`src/rtl/uart_tx_engine.sv`:
```
// uart_tx_engine: byte FIFO feeding an 8N1 UART serializer.
// Back-to-back bytes leave with no idle gap between stop and start.
module uart_tx_engine #(
   parameter int CLKS_PER_BIT = 1085,
   parameter int FIFO_DEPTH   = 64
) (
   input  logic                          clk,
   input  logic                          rst,
   input  logic [7:0]                    fifo_wr_data,
   input  logic                          fifo_wr_en,
   output logic                          fifo_full,
   output logic                          fifo_empty,
   output logic [$clog2(FIFO_DEPTH):0]   fifo_count,
   output logic                          uart_tx,
   output logic                          tx_busy,
   output logic                          tx_done,
   output logic                          overflow_err
);

   localparam int AW   = $clog2(FIFO_DEPTH);
   localparam int CNTW = AW + 1;
   localparam int BW   = ($clog2(CLKS_PER_BIT) > 16) ?
                         $clog2(CLKS_PER_BIT) : 16;

   typedef enum logic [1:0] {
      IDLE,
      START,
      DATA,
      STOP
   } state_t;

   state_t          state_q, state_d;
   logic [7:0]      mem_q [FIFO_DEPTH];
   logic [AW-1:0]   wr_ptr_q, wr_ptr_d;
   logic [AW-1:0]   rd_ptr_q, rd_ptr_d;
   logic [CNTW-1:0] count_q, count_d;
   logic            ovf_q, ovf_d;
   logic [BW-1:0]   baud_q, baud_d;
   logic [2:0]      idx_q, idx_d;
   logic [7:0]      shift_q, shift_d;
   logic            tx_q, tx_d;
   logic            done_q, done_d;
   logic            wr_ok;
   logic            pop;
   logic            bit_end;

   assign fifo_full    = (count_q == CNTW'(FIFO_DEPTH));
   assign fifo_empty   = (count_q == '0);
   assign fifo_count   = count_q;
   assign uart_tx      = tx_q;
   assign tx_busy      = (state_q != IDLE);
   assign tx_done      = done_q;
   assign overflow_err = ovf_q;

   assign wr_ok   = fifo_wr_en && !fifo_full;
   assign bit_end = (baud_q == BW'(CLKS_PER_BIT - 1));

   // FIFO storage; stale entries need no reset since pointers do
   always_ff @(posedge clk) begin
      if (wr_ok) begin
         mem_q[wr_ptr_q] <= fifo_wr_data;
      end
   end

   // FIFO pointer, occupancy and sticky overflow update
   always_comb begin
      wr_ptr_d = wr_ptr_q;
      rd_ptr_d = rd_ptr_q;
      count_d  = count_q;
      ovf_d    = ovf_q;
      if (wr_ok) begin
         wr_ptr_d = wr_ptr_q + AW'(1);
      end
      if (pop) begin
         rd_ptr_d = rd_ptr_q + AW'(1);
      end
      if (wr_ok && !pop) begin
         count_d = count_q + CNTW'(1);
      end else if (pop && !wr_ok) begin
         count_d = count_q - CNTW'(1);
      end
      if (fifo_wr_en && fifo_full) begin
         ovf_d = 1'b1;
      end
   end

   // FSM state register
   always_ff @(posedge clk) begin
      if (rst) begin
         state_q <= IDLE;
      end else begin
         state_q <= state_d;
      end
   end

   // FSM next-state: STOP chains straight into START when data waits
   always_comb begin
      state_d = state_q;
      unique case (state_q)
         IDLE:  if (!fifo_empty) state_d = START;
         START: if (bit_end) state_d = DATA;
         DATA:  if (bit_end && idx_q == 3'd7) state_d = STOP;
         STOP:  if (bit_end) state_d = fifo_empty ? IDLE : START;
         default: state_d = IDLE;
      endcase
   end

   // FSM outputs: pop, baud counter, shifter and registered line level
   always_comb begin
      pop     = 1'b0;
      baud_d  = '0;
      idx_d   = idx_q;
      shift_d = shift_q;
      tx_d    = 1'b1;
      done_d  = 1'b0;
      unique case (state_q)
         IDLE: begin
            pop = !fifo_empty;
         end
         START: begin
            baud_d = bit_end ? '0 : baud_q + BW'(1);
            idx_d  = 3'd0;
            tx_d   = 1'b0;
         end
         DATA: begin
            baud_d = bit_end ? '0 : baud_q + BW'(1);
            tx_d   = shift_q[0];
            if (bit_end) begin
               shift_d = {1'b0, shift_q[7:1]};
               idx_d   = idx_q + 3'd1;
            end
         end
         STOP: begin
            baud_d = bit_end ? '0 : baud_q + BW'(1);
            done_d = bit_end;
            pop    = bit_end && !fifo_empty;
         end
         default: begin
            pop = 1'b0;
         end
      endcase
      if (pop) begin
         shift_d = mem_q[rd_ptr_q];
      end
   end

   // Datapath and FIFO bookkeeping registers
   always_ff @(posedge clk) begin
      if (rst) begin
         wr_ptr_q <= '0;
         rd_ptr_q <= '0;
         count_q  <= '0;
         ovf_q    <= 1'b0;
         baud_q   <= '0;
         idx_q    <= 3'd0;
         shift_q  <= 8'h00;
         tx_q     <= 1'b1;
         done_q   <= 1'b0;
      end else begin
         wr_ptr_q <= wr_ptr_d;
         rd_ptr_q <= rd_ptr_d;
         count_q  <= count_d;
         ovf_q    <= ovf_d;
         baud_q   <= baud_d;
         idx_q    <= idx_d;
         shift_q  <= shift_d;
         tx_q     <= tx_d;
         done_q   <= done_d;
      end
   end

endmodule
```
`config.mk`:
```
export PLATFORM = sky130hd
export DESIGN_NAME = uart_tx_engine
export DESIGN_NICKNAME = d
export VERILOG_FILES = /design/src/rtl/uart_tx_engine.sv
export SDC_FILE = /design/constraint.sdc
export NUM_CORES = 1
export LEC_CHECK = 0
export CAP_MARGIN = 20
export CORE_UTILIZATION = 25
export DETAILED_ROUTE_END_ITERATION = 16
export DONT_BUFFER_PORTS = 1
export PLACE_DENSITY = 0.44
export SYNTH_ARGS = -nofsm -noshare
export SYNTH_HDL_FRONTEND = slang
export SYNTH_SLANG_ARGS = --single-unit
```
`constraint.sdc`:
```
create_clock -name clk -period 4.55 [get_ports clk]
set_input_delay 0 -clock clk [delete_from_list [all_inputs] [get_ports clk]]
set_output_delay 0 -clock clk [all_outputs]
set_load 0.01 [all_outputs]
```
==> flow_summary.toml <==
[timing]
fin_worst_skew_ns = 0.0218
min_period_ns = 4.03
hold_viol_final = 0
relSlewSlack = 0.364
finalSetupViolations = 0
fmax_mhz = 248
rsz0062_at_grt = "no"
finalCritPeriodShare = 0.885
worst_pin_slew_ns = 0.951
tns_ns = 0
drv_slew = 0

[grt]
grt_max_degree = 65
grt_pass1_wl_mm = 82.1
antenna_found_initial = 1
grt_pass1_vias = 11931
grt_use_total = 0.123
overflow = 0

[floorplan]
ios = 24
dieArea_mm2 = 0.0913
die_w_um = 302
start_util = 0.254
rows = 109
coreArea_mm2 = 0.0888
die_y_um = 302

[route]
routed_wirelength_mm = 55.4
routedWlPerCell_um = 21.7
via_per_inst = 4.53
vias = 11586
firstDrtPassIters = 13
drt_iter0_drc = 802
antenna_left = 0
route.detailed.drc = 5

[logic_synthesis]
async_flop_share = 0
synth_nets = 1278
synthDistinctLibCells = 51
syn_area_per_cell_um2 = 18.0
ys_warn_count = 0
synthTopCellsByCount = "edfxtp_1 (512), nor2_1 (124), mux4_2 (119)"
yosysSeqAreaShare = 0.734
yosys.area.top_type_share = 0.683
ys_seq_elements = 569
synth_area_leaders = "edfxtp_1 (68%), mux4_2 (12%), dfxtp_1 (5.1%), mux2i_1 (2.1%), nor2_1 (2.1%)"
post-synth-top-area-cell = "edfxtp_1"
synthCells = 1249
synthFlopType = "edfxtp_1"
synth.most_common_cell = "edfxtp_1"
syn-cell-area_mm2 = 0.0225
synth_edf_count = 512

[critical_path]
worst-r2r-cell-count = 17
timing.critical_path.to = "fifo_count[6]$_SDFFE_PP0P_"
arrival_ns = 4.50
reg2reg_slack_ns = 0.52
start_kind = "register"
worst_setup_path_end_kind = "register"
required_ns = 5.02
reg2reg_from = "baud_q[0]$_SDFF_PP0_"
worst-setup-path-type = "reg -> reg"
cp_max_fo = 13
rr_endpoint = "fifo_count[6]$_SDFFE_PP0P_"
startpoint = "baud_q[0]$_SDFF_PP0_"

[clocking]
max-clock-path-buffers = 3
clkTransAtPathRegs_ns = 0.06
clk_latency_ns = 0.60
cts_max_level = 3
cts_sinks = 569
root_buffer = "clkbuf_16"
cts_inserted_buffers = 66
cts_tree = "yes"

[power_and_ir_drop]
powerDensity_mw_per_mm2 = 508
ir_drop_uv = 261
p_leak_nw = 8.23

[job]
maxCapViolations = 0

[layout]
multi_input_area_mm2 = 0.00568
fillers = 8670
seq_area_mm2 = 0.0165
fin_nets = 1371
syn_to_final_growth_pct = 18.5
antennaDiodeCount = 0
drive_above_1_share = 0.219
fin_area_mm2 = 0.0267

[outcome]
violations = "design-rule violations"
status = "finished with violations"

[place]
gp_congestion = 0.770
dpl-instance-area_mm2 = 0.0243
detailed_place_hpwl_mm = 33.1
portBuffers = 0

[worst_hold_path]
hp-class = "in -> reg"
==> kinds of logic after synthesis <==
family / Yosys count / synth area share
flops: 569 / 0.734
mux: 173 / 0.143
fa+ha+maj: 18 / 0.0103
xor+xnor: 26 / 0.0101
buf+inv: 78 / 0.0141
compound gates: 95 / 0.0271
simple gates: 290 / 0.0613
==> where the power goes <==
part	total, mW	leakage [nW]	switching, mW	internal, mW
clock network	5.00	1.00	2.09	2.91
registers	6.01	5.07	0.197	5.81
logic	2.54	2.16	1.38	1.16
==> worst min path at each step <==
| stage | slack (ns) | from | to | cells after the start |
|---|---|---|---|---|
| 3_3_place_gp | 0.07 | rst | register | 1 |
| 3_5_place_dp | 0.08 | rst | register | 1 |
| 2_1_floorplan | 0.1 | fifo_wr_data[0] | mem_q[0][0]$_DFFE_PP_ | 0 |
| 6_report | 0.32 | rst | fifo_count[1]$_SDFFE_PP0P_ | 3 |
| 4_1_cts | 0.29 | rst | wr_ptr_q[3]$_SDFFE_PP0P_ | 3 |
| 5_1_grt | 0.32 | rst | idx_q[2]$_SDFFE_PP0P_ | 3 |
==> cells in the final DEF (no fill, tap or decap), types with 17 or more instances in the layout <==
cell type	count
nor2b_1	21
nand2_1	46
dfxtp_1	53
xor2_1	19
ha_1	17
buf_4	65
clkbuf_16	67
edfxtp_1	512
mux2i_1	47
nor2_1	124
a21oi_1	27
a22oi_1	24
nand3_1	44
mux4_2	119
==> critical path, cell delays in order, from the launching register on <==
cell	delay, ns
dfxtp_1	0.34
inv_1	0.07
ha_1	0.14
or4b_1	0.50
nor4_4	0.30
a21oi_1	0.14
nor3_2	0.21
inv_2	0.16
ha_1	0.26
inv_1	0.18
ha_1	0.29
nor2b_1	0.15
o21ai_0	0.16
nand2b_1	0.11
a21o_1	0.18
a21oi_1	0.18
mux2i_1	0.21
mux2_2	0.34
==> layer usage <==
layer / part of all wire / track usage / vias to the layer above
li1: - / - / 5157
met1: 0.48 / 0.180 / 6110
met2: 0.46 / 0.188 / 232
met3: 0.038 / 0.0221 / 87
met4: 0.022 / 0.0335 / 0
met5: 0 / 0 / -
==> sequential cells by signal, indices dropped and copies added, names as in the netlist, named ones only <==
signal        flops
state_q           2
rd_ptr_q          6
shift_q           8
baud_q           16
wr_ptr_q          6
tx_done           1
mem_q           512
overflow_err      1
uart_tx           1
idx_q             3
fifo_count        7
==> through the flow <==
stage	std cells	utilization	power, mW	hold slack (ns)	setup slack (ns)
after floorplan	1249	-	7.83	0.0989	0.790
after global placement	2418	0.273	8.54	0.0746	0.521
after detailed placement	2418	0.273	8.57	0.0769	0.494
after CTS	2555	0.300	13.8	0.289	0.458
after global routing	2555	0.300	14.2	0.324	0.125
final	2555	0.300	13.5	0.323	0.523
==> layout make-up <==
type | count | area share
Sequential cell | 569 | 0.619
Clock buffer | 82 | 0.0657
Inverter | 13 | 0.00183
Multi-Input combinational cell | 602 | 0.213
Tap cell | 1165 | 0.0546
Clock inverter | 34 | 0.0107
Timing Repair Buffer | 90 | 0.0348
==> timing repair <==
item	4_1_cts	5_1_grt
setup buffers	0	0
hold buffers	21	0
hold endpoints to repair	569	0
resized for setup	0	0
Power figures use the tool's default switching activity.
